### src/rtl/minmax_pkg.sv
// Shared types and constants for the streaming min/max reducer.
package minmax_pkg;

  typedef enum logic [1:0] {
    IDLE  = 2'd0,
    ACCUM = 2'd1,
    DONE  = 2'd2
  } state_t;

  localparam logic MODE_MIN = 1'b0;
  localparam logic MODE_MAX = 1'b1;

endpackage

### src/rtl/cmp_int_nbit.sv
// Strict greater-than comparator for signed or unsigned WIDTH-bit operands.
module cmp_int_nbit #(
  parameter int WIDTH = 16
) (
  input  logic [WIDTH-1:0] a,
  input  logic [WIDTH-1:0] b,
  input  logic             is_signed,
  output logic             a_gt_b
);

  logic [WIDTH-1:0] a_k;
  logic [WIDTH-1:0] b_k;

  // Flipping the sign bit maps two's-complement order onto unsigned order.
  always_comb begin
    a_k = a;
    b_k = b;
    if (is_signed) begin
      a_k[WIDTH-1] = ~a[WIDTH-1];
      b_k[WIDTH-1] = ~b[WIDTH-1];
    end
    a_gt_b = (a_k > b_k);
  end

endmodule

### src/rtl/minmax_reduce_nbit.sv
// Reduces a framed stream of operands to its minimum or maximum, reporting
// the winner's value, first position, beat count and an overflow flag.
module minmax_reduce_nbit
  import minmax_pkg::*;
#(
  parameter int WIDTH = 16,
  parameter int IDX_W = 8
) (
  input  logic             clk,
  input  logic             rst,
  input  logic             mode_max,
  input  logic             is_signed,
  input  logic             in_valid,
  output logic             in_ready,
  input  logic [WIDTH-1:0] in_data,
  input  logic             in_last,
  output logic             out_valid,
  input  logic             out_ready,
  output logic [WIDTH-1:0] out_data,
  output logic [IDX_W-1:0] out_index,
  output logic [IDX_W-1:0] out_count,
  output logic             out_ovf
);

  localparam logic [IDX_W-1:0] CNT_MAX = '1;

  state_t           state_q, state_d;
  logic [WIDTH-1:0] acc_q, acc_d;
  logic [IDX_W-1:0] idx_q, idx_d;
  logic [IDX_W-1:0] cnt_q, cnt_d;
  logic             ovf_q, ovf_d;
  logic             mode_q, mode_d;
  logic             sgn_q, sgn_d;
  logic             in_ready_q, in_ready_d;
  logic             out_valid_q, out_valid_d;
  logic [WIDTH-1:0] out_data_q, out_data_d;
  logic [IDX_W-1:0] out_index_q, out_index_d;
  logic [IDX_W-1:0] out_count_q, out_count_d;
  logic             out_ovf_q, out_ovf_d;

  logic             accept;
  logic [WIDTH-1:0] cmp_a;
  logic [WIDTH-1:0] cmp_b;
  logic             better;

  assign accept = in_valid & in_ready_q;

  // Operands are swapped so one strict '>' serves both min and max.
  assign cmp_a = (mode_q == MODE_MAX) ? in_data : acc_q;
  assign cmp_b = (mode_q == MODE_MAX) ? acc_q   : in_data;

  cmp_int_nbit #(
    .WIDTH (WIDTH)
  ) u_cmp (
    .a         (cmp_a),
    .b         (cmp_b),
    .is_signed (sgn_q),
    .a_gt_b    (better)
  );

  always_comb begin
    state_d     = state_q;
    acc_d       = acc_q;
    idx_d       = idx_q;
    cnt_d       = cnt_q;
    ovf_d       = ovf_q;
    mode_d      = mode_q;
    sgn_d       = sgn_q;
    in_ready_d  = in_ready_q;
    out_valid_d = out_valid_q;
    out_data_d  = out_data_q;
    out_index_d = out_index_q;
    out_count_d = out_count_q;
    out_ovf_d   = out_ovf_q;

    unique case (state_q)
      IDLE: begin
        if (accept) begin
          acc_d   = in_data;
          idx_d   = '0;
          cnt_d   = IDX_W'(1);
          ovf_d   = 1'b0;
          mode_d  = mode_max;
          sgn_d   = is_signed;
          state_d = ACCUM;
        end
      end
      ACCUM: begin
        if (accept) begin
          // cnt_q is the new beat's position, already clamped at CNT_MAX.
          if (better) begin
            acc_d = in_data;
            idx_d = cnt_q;
          end
          if (cnt_q == CNT_MAX) begin
            ovf_d = 1'b1;
          end else begin
            cnt_d = cnt_q + IDX_W'(1);
          end
        end
      end
      DONE: begin
        if (out_ready) begin
          state_d     = IDLE;
          in_ready_d  = 1'b1;
          out_valid_d = 1'b0;
        end
      end
      default: begin
        state_d     = IDLE;
        in_ready_d  = 1'b1;
        out_valid_d = 1'b0;
      end
    endcase

    // Result registers are only loaded here, so they hold between sets.
    if (accept && in_last) begin
      state_d     = DONE;
      in_ready_d  = 1'b0;
      out_valid_d = 1'b1;
      out_data_d  = acc_d;
      out_index_d = idx_d;
      out_count_d = cnt_d;
      out_ovf_d   = ovf_d;
    end
  end

  always_ff @(posedge clk or posedge rst) begin
    if (rst) begin
      state_q     <= IDLE;
      acc_q       <= '0;
      idx_q       <= '0;
      cnt_q       <= '0;
      ovf_q       <= 1'b0;
      mode_q      <= MODE_MIN;
      sgn_q       <= 1'b0;
      in_ready_q  <= 1'b1;
      out_valid_q <= 1'b0;
      out_data_q  <= '0;
      out_index_q <= '0;
      out_count_q <= '0;
      out_ovf_q   <= 1'b0;
    end else begin
      state_q     <= state_d;
      acc_q       <= acc_d;
      idx_q       <= idx_d;
      cnt_q       <= cnt_d;
      ovf_q       <= ovf_d;
      mode_q      <= mode_d;
      sgn_q       <= sgn_d;
      in_ready_q  <= in_ready_d;
      out_valid_q <= out_valid_d;
      out_data_q  <= out_data_d;
      out_index_q <= out_index_d;
      out_count_q <= out_count_d;
      out_ovf_q   <= out_ovf_d;
    end
  end

  assign in_ready  = in_ready_q;
  assign out_valid = out_valid_q;
  assign out_data  = out_data_q;
  assign out_index = out_index_q;
  assign out_count = out_count_q;
  assign out_ovf   = out_ovf_q;

endmodule

### config.mk
export PLATFORM = sky130hd
export DESIGN_NAME = minmax_reduce_nbit
export DESIGN_NICKNAME = d
export VERILOG_FILES = /design/src/rtl/minmax_pkg.sv /design/src/rtl/cmp_int_nbit.sv /design/src/rtl/minmax_reduce_nbit.sv
export SDC_FILE = /design/constraint.sdc
export NUM_CORES = 1
export LEC_CHECK = 0
export CORE_ASPECT_RATIO = 1.4
export CORE_MARGIN = 1
export CORE_UTILIZATION = 65
export CTS_CLUSTER_DIAMETER = 40
export DETAILED_ROUTE_END_ITERATION = 8
export DONT_BUFFER_PORTS = 1
export PLACE_DENSITY_LB_ADDON = 0.05
export SKIP_LAST_GASP = 1
export SLEW_MARGIN = 10
export SYNTH_ARGS = -nofsm -noshare
export SYNTH_HDL_FRONTEND = slang
export SYNTH_SLANG_ARGS = --single-unit
### constraint.sdc
create_clock -name clk -period 9.8 [get_ports clk]
set_clock_uncertainty 0.2 [all_clocks]
set_input_delay 0.49 -clock clk [delete_from_list [all_inputs] [get_ports clk]]
set_output_delay 0.49 -clock clk [all_outputs]
set_load 0.1 [all_outputs]
### Yosys cells after proc, flatten, opt, wreduce, memory -nomap -nowiden

Cells that the tools add are included.

| word-level totals | value |
|---|---|
| flip-flop bits (word level) | 72 |
| word-level logic and storage cells | 61 |
| input port bits | 23 |
| output and inout bits | 35 |

| cells by class | value |
|---|---|
| muxes and demuxes | 30 |
| add/subtract/negate cells | 1 |
| reductions and logical operators | 6 |
| bitwise operators | 3 |
| magnitude comparators | 1 |
| equal/unequal tests | 7 |

Operators with widths:

| kind | number |
|---|---|
| $mux W16 | 5 |
| $mux W8 | 6 |
| $pmux W16 S2 | 1 |
| $pmux W8 S2 | 2 |
| $gt A16 B16 Y1 | 1 |
| $mux W1 | 9 |
| $add A8 B1 Y8 const B | 1 |
| $eq A8 B8 Y1 const B | 1 |
| $mux W2 | 3 |
| $ne A3 B3 Y1 const B | 2 |
| $pmux W1 S2 | 3 |
| $pmux W2 S3 | 1 |
| $reduce_and A2 Y1 | 2 |
| $reduce_and A3 Y1 | 1 |
| $eq A2 B1 Y1 const B | 1 |
| $eq A2 B2 Y1 const B | 1 |
| $logic_not A2 Y1 | 1 |
| $ne A2 B1 Y1 const B | 1 |
| $ne A2 B2 Y1 const B | 1 |
| $not A1 Y1 | 2 |
| $reduce_or A2 Y1 | 1 |
| $and A1 B1 Y1 | 1 |
| $logic_and A1 B1 Y1 | 1 |

### Logic depth before layout (Yosys ltp)

Gate-level depths: netlist (run 1).

| logic depth | value |
|---|---|
| word-level depth | 7 |
| mapped depth | 14 |

### By module

A second synthesis (run 1) with hierarchy kept.

| second synthesis, totals | value |
|---|---|
| cell total of the unflattened synthesis | 318 |
| area, all modules | 3804.9 um^2 |

By module, submodules not included:

| module | times used | area each (um^2) | cells an instance |
|---|---|---|---|
| minmax_reduce_nbit | 1 | 3390.8 | 260 |
| cmp_int_nbit | 1 | 414.1 | 58 |

### Least setup slack after synthesis (run 1)

No wires, ideal clock.

| timing path | value |
|---|---|
| path type | register -> register |
| start point | register mode_q |
| end point | register out_data_q[10], in the netlist out_data[10] |
| stages on the path, launching flop included | 15 |
| setup slack | 6.504 ns |
| arrival | 2.971 ns |
| cell sequence | dfrtp_1 -> buf_6 -> mux2i_1 -> xor2_1 -> ha_1 -> inv_1 -> nor4_4 -> nand2_1 -> a311oi_1 -> a2111oi_4 -> nand4_4 -> a21oi_4 -> buf_12 -> mux2_4 -> mux2_2 |

| between the ends | value |
|---|---|
| longest elaborated chain between the ends | 7 |
| elaborated cells between the ends (all ways) | 10 |

Ends and longest elaborated chain:

| item | RTL line | source |
|---|---|---|
| start: declaration | minmax_reduce_nbit.sv:32 | `logic mode_q, mode_d;` |
| start signal: assignment | minmax_reduce_nbit.sv:149 | `mode_q <= mode_d;` |
| $mux W16, on equally long branches | minmax_reduce_nbit.sv:49, minmax_reduce_nbit.sv:50 |  |
| $not A1 Y1, on equally long branches | cmp_int_nbit.sv:19, cmp_int_nbit.sv:20 |  |
| $mux W1 | cmp_int_nbit.sv:18 | `if (is_signed) begin` |
| $gt A16 B16 Y1 (*) | cmp_int_nbit.sv:22 | `a_gt_b = (a_k > b_k);` |
| $mux W16 (*) | minmax_reduce_nbit.sv:91 | `if (better) begin` |
| $mux W16 (*) | minmax_reduce_nbit.sv:89 | `if (accept) begin` |
| $pmux W16 S2 (*) | minmax_reduce_nbit.sv:76 | `unique case (state_q)` |
| net acc_d[10] | minmax_reduce_nbit.sv:28 | `logic [WIDTH-1:0] acc_q, acc_d;` |
| end signal: assignment | minmax_reduce_nbit.sv:153 | `out_data_q <= out_data_d;` |
| end: declaration | minmax_reduce_nbit.sv:36 | `logic [WIDTH-1:0] out_data_q, out_data_d;` |

The timed path passes the listed nets; every way through them passes the cells marked *.
A chain may end at the register's enable or synchronous reset.

### Worst setup path in the final report (run 1)

| timing path | value |
|---|---|
| start point | register mode_q |
| end point | register out_data_q[4], in the netlist out_data[4] |

The elaborated chain is that of the path after synthesis.

==> flow_summary.toml, run 1 <==
[run_status]
status = "finished, final reports clean"

[global_route]
grt_overflow = 0
grt_pass1_vias = 2656
grt_pass1_wl_um = 12560
antenna_found_initial = 0
grt_util_all_layers_pct = 28.22
grt_max_degree = 73

[synthesis]
synthSimpleGateAreaFrac_pct = 15.85
synth_fp_nets = 366
synth_seq_cells = 72
synth-xor-area-share_pct = 2.857
yosys.area_share.adder_pct = 3.027
synth_top_family_by_area = "simple AND/OR/NAND/NOR gates"
synth_compound_area_share_pct = 9.966
synth_cells = 341
syn-mean-instance-area_um2 = 10.79
synthMuxAreaShare_pct = 15.37
yosysWarnings = 0
yosysUniqueCellTypes = 50
ys_seq_area_share_pct = 49.01
netlist_area_um2 = 3679

[setup_path]
startpoint = "mode_q"
regToRegEndpoint = "out_data[4]"
crit_type = "register to register"
worst_setup_path_start_kind = "register"
reg2reg_slack_ps = 5930
worstRegToRegCells = 12
cp.arrival_ps = 3900
r2r_start = "mode_q"
end_kind = "register"
crit_fanout = 16
critPathRequiredTime_ps = 9830

[timing]
slew_headroom_pct = 37.88
slew_violations = 0
period_share_pct = 39.46
fin_crit_ps = 3867
hold_violations = 0
setup_viol = 0
worst_pin_slew_ps = 931.9
rsz0062_at_grt = "false"
fmax_mhz = 258.6
setup_tns_ps = 0

[floorplan]
core-area_um2 = 5485
die_w_um = 65.58
io_pins = 58
rows = 32
start_util_pct = 67.06
die_y_um = 91.01
dieArea_um2 = 5968

[drt]
wl_per_cell_um = 17.85
drc = 0
vias_per_cell = 6.021
drt_iter0_markers = 106
drt_wl_total_um = 7478
final_antenna_net_count = 0
vias = 2523
first_pass_iters = 4

[placed_design]
io_buffers = 0
place.gp.congestion = 0.9473
dp_hpwl_um = 5347

[clock_network]
cts-root-buf = "clkbuf_8"
cts_buffer_depth = 2
clk_pin_slew_ps = 70
numCtsBuffers = 9
cts_max_level = 3
worstSkewPairLatency_ps = 350
post_cts_resized = 0
cts_setup_buffers = 0
cts_sinks = 72
holdBufCountCts = 0
cts_tree = "done"

[finish]
multi_input_area_um2 = 1732
antennaDiodeCount = 0
nFillCells = 406
num-nets-final = 371
layout-drive-gt1-share_pct = 21.08
area_delta_synth_final_pct = 7.245
register_area_um2 = 1803

[hold_path]
min_to = "state_q[1]"
hold_path.class = "primary input to register"
min_delay_path_depth = 1
worstHoldStart = "out_ready"

[job]
max-cap-violations = 0
-- cells by family after synthesis --
group           after synthesis
xor+xnor                     12
compound gates               52
fa+ha+maj                    10
simple gates                115
buf+inv                      32
mux                          48
flops                        72
-- registers in the layout, indices dropped and copies added (netlist names) --
register / count
acc_q: 16
cnt_q: 8
idx_q: 8
in_ready: 1
mode_q: 1
out_count: 8
out_data: 16
out_index: 8
out_ovf: 1
out_valid: 1
ovf_q: 1
sgn_q: 1
state_q: 2
-- worst max path at each step --
stage | to | slack, ps | cells after the start
5_1_grt | out_data[0] | 5690 | 12
3_5_place_dp | out_data[8] | 5920 | 12
2_1_floorplan | out_data[10] | 6500 | 14
3_3_place_gp | out_data[8] | 6050 | 12
4_1_cts | out_data[0] | 5880 | 12
6_report | out_data[4] | 5930 | 12
-- per-stage QoR --
| step | cells | cell area [µm²] | util [%] | setup WS [ps] | hold slack (ps) |
|---|---|---|---|---|---|
| 6_report | 419 | 3945 | 71.92 | 5933 | 20.15 |
| 3_5_place_dp | 403 | 3725 | 67.91 | 5917 | 274.3 |
| 2_1_floorplan | 341 | 3679 | - | 6504 | 249.8 |
| 3_3_place_gp | 403 | 3725 | 67.91 | 6048 | 258.1 |
| 5_1_grt | 419 | 3945 | 71.92 | 5688 | 12.52 |
| 4_1_cts | 419 | 3945 | 71.92 | 5877 | 6.202 |
-- Yosys cell counts (all sizes together) --
library cell	number	area share [%]
dfrtp	71	48
nand2	48	5.0
mux2	38	13
inv	24	2.4
o21ai	16	2.2
a21oi	15	2.3
nor2	14	1.4
nand2b	12	2.0
nand3	11	1.5
mux2i	10	2.7
xor2	10	2.4
nor2b	9	1.6
maj3	8	2.3
clkbuf	6	0.61
nand4	6	1.4
nor3	5	0.68
nor4	4	1.1
and2	3	0.51
o211ai	3	0.75
a2111oi	2	0.99
a22oi	2	0.54
a31oi	2	0.34
and3	2	0.34
buf	2	0.85
ha	2	0.68
o2111ai	2	0.48
o21bai	2	0.51
o31ai	2	0.41
xnor2	2	0.48
a21boi	1	0.20
a22o	1	0.24
a311oi	1	0.24
a31o	1	0.24
a32oi	1	0.24
a41o	1	0.27
dfstp	1	0.71
or4b	1	0.27
-- worst max-delay path, cell delays in order (launching register included) --
cell and delay, ps:
dfrtp_1 570, mux2i_1 270, xnor2_1 100, ha_1 300, inv_1 70, nor4_4 350
nand2_1 150, nor2_1 150, a21oi_1 110, nor2b_1 190, a21oi_4 590, mux2_2 420
mux2_2 260
-- final cells by class --
type                       count  share of cell area [%]
sequential                    72                   45.70
multi-input combinational    237                   43.89
clock buffer                   9                   3.140
clock inverter                 7                   2.442
inverter                      24                   2.284
tap                           68                   2.157
timing repair buffer           2                  0.3806
-- routing by layer --
layer  GRT usage (%)  share of wire, %  vias up
met3           7.663               3.7       15
met5               0                 0        -
li1                -                 -     1196
met1           30.94                40     1255
met2           50.34                54       57
met4           10.69               2.2        0
-- cell usage in the layout (no fill, tap or decap), types with 5 or more instances in the layout --
master,n
a21oi_1,14
clkbuf_8,9
dfrtp_1,71
inv_1,22
maj3_2,5
mux2_2,28
mux2_4,10
mux2i_1,10
nand2_1,47
nand2b_1,12
nand3_1,11
nand4_1,5
nor2_1,14
nor2b_1,8
nor3_1,5
o21ai_0,16
xor2_1,10
Power of run 1 is not shown: default switching activity piles up to over one toggle a cycle in this logic, so the estimate is an artifact.
==> run 2: changes to the inputs <==
CORE_UTILIZATION = 57   (was 65)
clock period = 3.2 ns   (was 9.8 ns; I/O delays follow)
==> flow_summary.toml, run 2 (synthesis results as in run 1) <==
[run_status]
status = "finished with violations"
violations = "setup timing"

[setup_path]
crit_path_frequent_cell = "mux2_2"
slowest_stage = "dfrtp_1"
path_depth = 13
path_cells = "mux2i_1, xor2_1, ha_1, inv_2, nor4_4, nand2_2, a311oi_2, a2111oi_4, nand4_4, a21oi_4, buf_12, mux2_2, mux2_2"
critPathRequiredTime_ps = 3230
worst_setup_path_start_kind = "register"
r2r_start = "mode_q"
path_delay_family = "multiplexers"
regToRegEndpoint = "out_data[9]"
crit_end = "out_data[9]"
cp.arrival_ps = 3240
crit_fanout = 16
slowest_delay_ps = 400
end_kind = "register"
startpoint = "mode_q"
critical_path_buf_inv_count = 2
worstRegToRegCells = 13
reg2reg_slack_ps = -20
crit_type = "register to register"

[global_route]
grt_util_all_layers_pct = 24.81
grt_max_degree = 35
grt_overflow = 0
grt_pass1_wl_um = 13050
grt_pass1_vias = 2701
antenna_found_initial = 0

[finish]
num-nets-final = 403
layout-drive-gt1-share_pct = 23.76
mostFrequentLayoutCell = "dfrtp_1"
antennaDiodeCount = 0
post-route-util_pct = 69.20
layout_common_cells = "dfrtp_1, nand2_1, inv_1, dlygate4sd3_1, mux2_2"
area_delta_synth_final_pct = 16.84
final_area_um2 = 4298

[timing]
period_share_pct = 100.5
rsz0062_at_grt = "true"
slew_violations = 0
fmax_mhz = 311.0
fin_crit_ps = 3216
setup_viol = 6
slew_headroom_pct = 37.54
hold_violations = 0
worst_pin_slew_ps = 936.9
layout_setup_ws_ps = -15.62
timing.hold.ws_ps = 93.34

[drt]
vias = 2585
drt_wl_total_um = 7674
final_antenna_net_count = 0
drc = 0
vias_per_cell = 5.681
drt_iter0_markers = 81
wl_per_cell_um = 16.87
first_pass_iters = 4

[floorplan]
core-area_um2 = 6211
start_util_pct = 59.23
die_w_um = 69.90
io_pins = 58
rows = 34
dieArea_um2 = 6783
die_y_um = 97.05

[clock_network]
cts_max_level = 3
cts_sinks = 72
cts-root-buf = "clkbuf_8"
cts_tree = "done"
worstSkewPairLatency_ps = 340
clk_pin_slew_ps = 80
numCtsBuffers = 9
cts_buffer_depth = 2

[placed_design]
place.gp.congestion = 0.9038
dp_hpwl_um = 5428
io_buffers = 0
dpl_cell_area_um2 = 3861

[job]
max-cap-violations = 0

[hold_path]
hold_path.class = "primary input to async pin"
[run 2: stage by stage]
step | setup slack, ps | setup TNS, ps | cells
2_1_floorplan | -44.97 | -393.5 | 341
3_3_place_gp | -44.36 | -237.0 | 417
3_5_place_dp | -118.6 | -1432 | 417
4_1_cts | -48.44 | -411.5 | 455
5_1_grt | -196.0 | -3483 | 455
6_report | -15.62 | -39.21 | 455
[run 2: layout make-up]
type	instances	area, µm²
fill	497	1913
sequential	72	1803
clock buffer	10	127.6
multi-input combinational	237	1805
tap	72	90.09
timing repair buffer	34	320.3
clock inverter	6	61.31
inverter	24	90.09
[run 2: metal layers]
metal	track usage, %	share of wire (%)	vias to the layer above
met5	0	0	-
met4	10.77	2.5	0
met3	3.734	2.5	15
met2	45.04	55	46
met1	28.45	40	1268
li1	-	-	1256
[run 2: worst reg2reg max path, stage by stage (launching register included)]
cell and delay (ps):
dfrtp_1 400, mux2i_1 230, xor2_1 160, ha_1 270, inv_2 90, nor4_4 50, nand2_2 110, a311oi_2 70
a2111oi_4 360, nand4_4 150, a21oi_4 190, buf_12 180, mux2_2 360, mux2_2 270
[run 2: worst min-delay path by stage]
stage                     slack [ps]  cells past startpoint  startpoint     endpoint
after floorplan                   50                      1   out_ready   state_q[1]
after global placement          -110                      1         rst  out_data[1]
after detailed placement        -100                      1         rst     acc_q[1]
after CTS                        100                      2         rst     acc_q[1]
after global routing             140                      2         rst     acc_q[1]
final                             90                      2         rst     acc_q[1]
[run 2: repair_timing]
| item | CTS | global route |
|---|---|---|
| hold buffers | 21 | 0 |
| gates resized for setup | 2 | 4 |
| hold endpoints to repair | 74 | 0 |
| setup buffers | 1 | 0 |
| setup endpoints to repair | 24 | 26 |
| pin swaps | 2 | 0 |
Power of run 2 is left out for the same reason.
==> run 3: changes to the inputs <==
TNS_END_PERCENT = 30   (was not set)
==> flow_summary.toml, run 3 (synthesis results as in run 1) <==
[global_route]
grt_max_degree = 35
grt_overflow = 0
grt_pass1_vias = 2816
antenna_found_initial = 0
grt_pass1_wl_um = 13210
grt_util_all_layers_pct = 25.34

[floorplan]
die_y_um = 97.05
die_w_um = 69.90
core-area_um2 = 6211
rows = 34
io_pins = 58
dieArea_um2 = 6783
start_util_pct = 59.23

[run_status]
status = "finished with violations"
violations = "setup timing"

[setup_path]
regToRegEndpoint = "out_data[10]"
crit_fanout = 8
r2r_start = "mode_q"
end_kind = "register"
worstRegToRegCells = 13
cp.arrival_ps = 3260
critPathRequiredTime_ps = 3250
reg2reg_slack_ps = -10
worst_setup_path_start_kind = "register"
crit_type = "register to register"

[finish]
antennaDiodeCount = 0
area_delta_synth_final_pct = 18.88
num-nets-final = 404
nFillCells = 472
layout-drive-gt1-share_pct = 24.22
register_area_um2 = 1803
mostFrequentLayoutCell = "dfrtp_1"
multi_input_area_um2 = 1810
final_area_um2 = 4373
layout_common_cells = "dfrtp_1, nand2_1, inv_1, dlygate4sd3_1"

[timing]
period_share_pct = 100.4
layout_setup_ws_ps = -11.44
slew_violations = 0
fmax_mhz = 311.4
hold_violations = 0
setup_viol = 8
timing.hold.ws_ps = 32.05
slew_headroom_pct = 38.92
fin_crit_ps = 3211
rsz0062_at_grt = "true"
worst_pin_slew_ps = 916.2

[job]
max-cap-violations = 0

[clock_network]
numCtsBuffers = 9
cts_sinks = 72
cts-root-buf = "clkbuf_8"
cts_buffer_depth = 2
clk_pin_slew_ps = 80
cts_max_level = 3
worstSkewPairLatency_ps = 360
cts_tree = "done"

[drt]
wl_per_cell_um = 17.27
drt_iter0_markers = 88
final_antenna_net_count = 0
first_pass_iters = 4
vias = 2606
drt_wl_total_um = 7876
vias_per_cell = 5.715
drc = 0

[placed_design]
dpl_cell_area_um2 = 3827
place.gp.congestion = 0.8674
dp_slack_ps = -100.6
io_buffers = 0
dp_hpwl_um = 5342

[hold_path]
hold_path.class = "primary input to async pin"
==> run 3: changes by cell type in the layout (fill, tap and decap cells not counted), sizes merged <==
cell    previous run  this run
clkinv             4         1
clkbuf            10        12
buf               13        14
bufinv             1         2
==> run 3: per-stage QoR <==
| stage | setup TNS (ps) | utilization [%] | std cells |
|---|---|---|---|
| after floorplan | -403.3 | - | 341 |
| after global placement | -266.0 | 61.62 | 416 |
| after detailed placement | -1187 | 61.62 | 416 |
| after CTS | -3.263 | 70.06 | 457 |
| after global routing | -2481 | 70.41 | 456 |
| final | -60.56 | 70.41 | 456 |
==> run 3: worst max-delay path, stage by stage (launching register included) <==
cell       delay [ps]
dfrtp_1           410
mux2i_1           230
xor2_1            170
ha_1              270
inv_2              90
nor4_4             50
nand2_2           110
a311oi_2           60
a2111oi_4         360
nand4_4           140
a21oi_4           250
buf_12            180
mux2_4            310
mux2_2            260
==> run 3: how the worst max path moves through the flow <==
stage                    to  slack [ps]   start  cells after the start
2_1_floorplan  out_data[10]         -40  mode_q                     14
3_3_place_gp    out_data[9]         -40  mode_q                     13
3_5_place_dp    out_data[9]        -100  mode_q                     13
4_1_cts         out_data[3]          -2  mode_q                     13
5_1_grt         out_data[3]        -170  mode_q                     13
6_report       out_data[10]         -10  mode_q                     13
==> run 3: timing repair <==
action / in CTS / in global routing
gates resized for setup: 10 / 6
gates cloned: 1 / 0
hold endpoints to repair: 108 / 0
setup buffers: 3 / 0
hold buffers: 21 / 0
pin swaps: 7 / 0
setup endpoints to repair: 21 / 27
==> run 3: cell type report <==
class | count | area share, %
multi-input cells | 237 | 41.40
flip-flops and latches | 72 | 41.23
repair buffers | 35 | 7.954
clock buffers | 12 | 3.548
inverters | 24 | 2.060
well taps | 72 | 2.060
clock inverters | 4 | 1.745
==> run 3: routing by layer <==
metal | global-route usage (%) | wire length (µm) | vias up
met1 | 28.29 | 3079 | 1279
met2 | 45.56 | 4347 | 52
met5 | 0 | 0 | -
li1 | - | - | 1260
met4 | 12.00 | 211 | 0
met3 | 4.876 | 237 | 15
Power of run 3 is left out for the same reason.
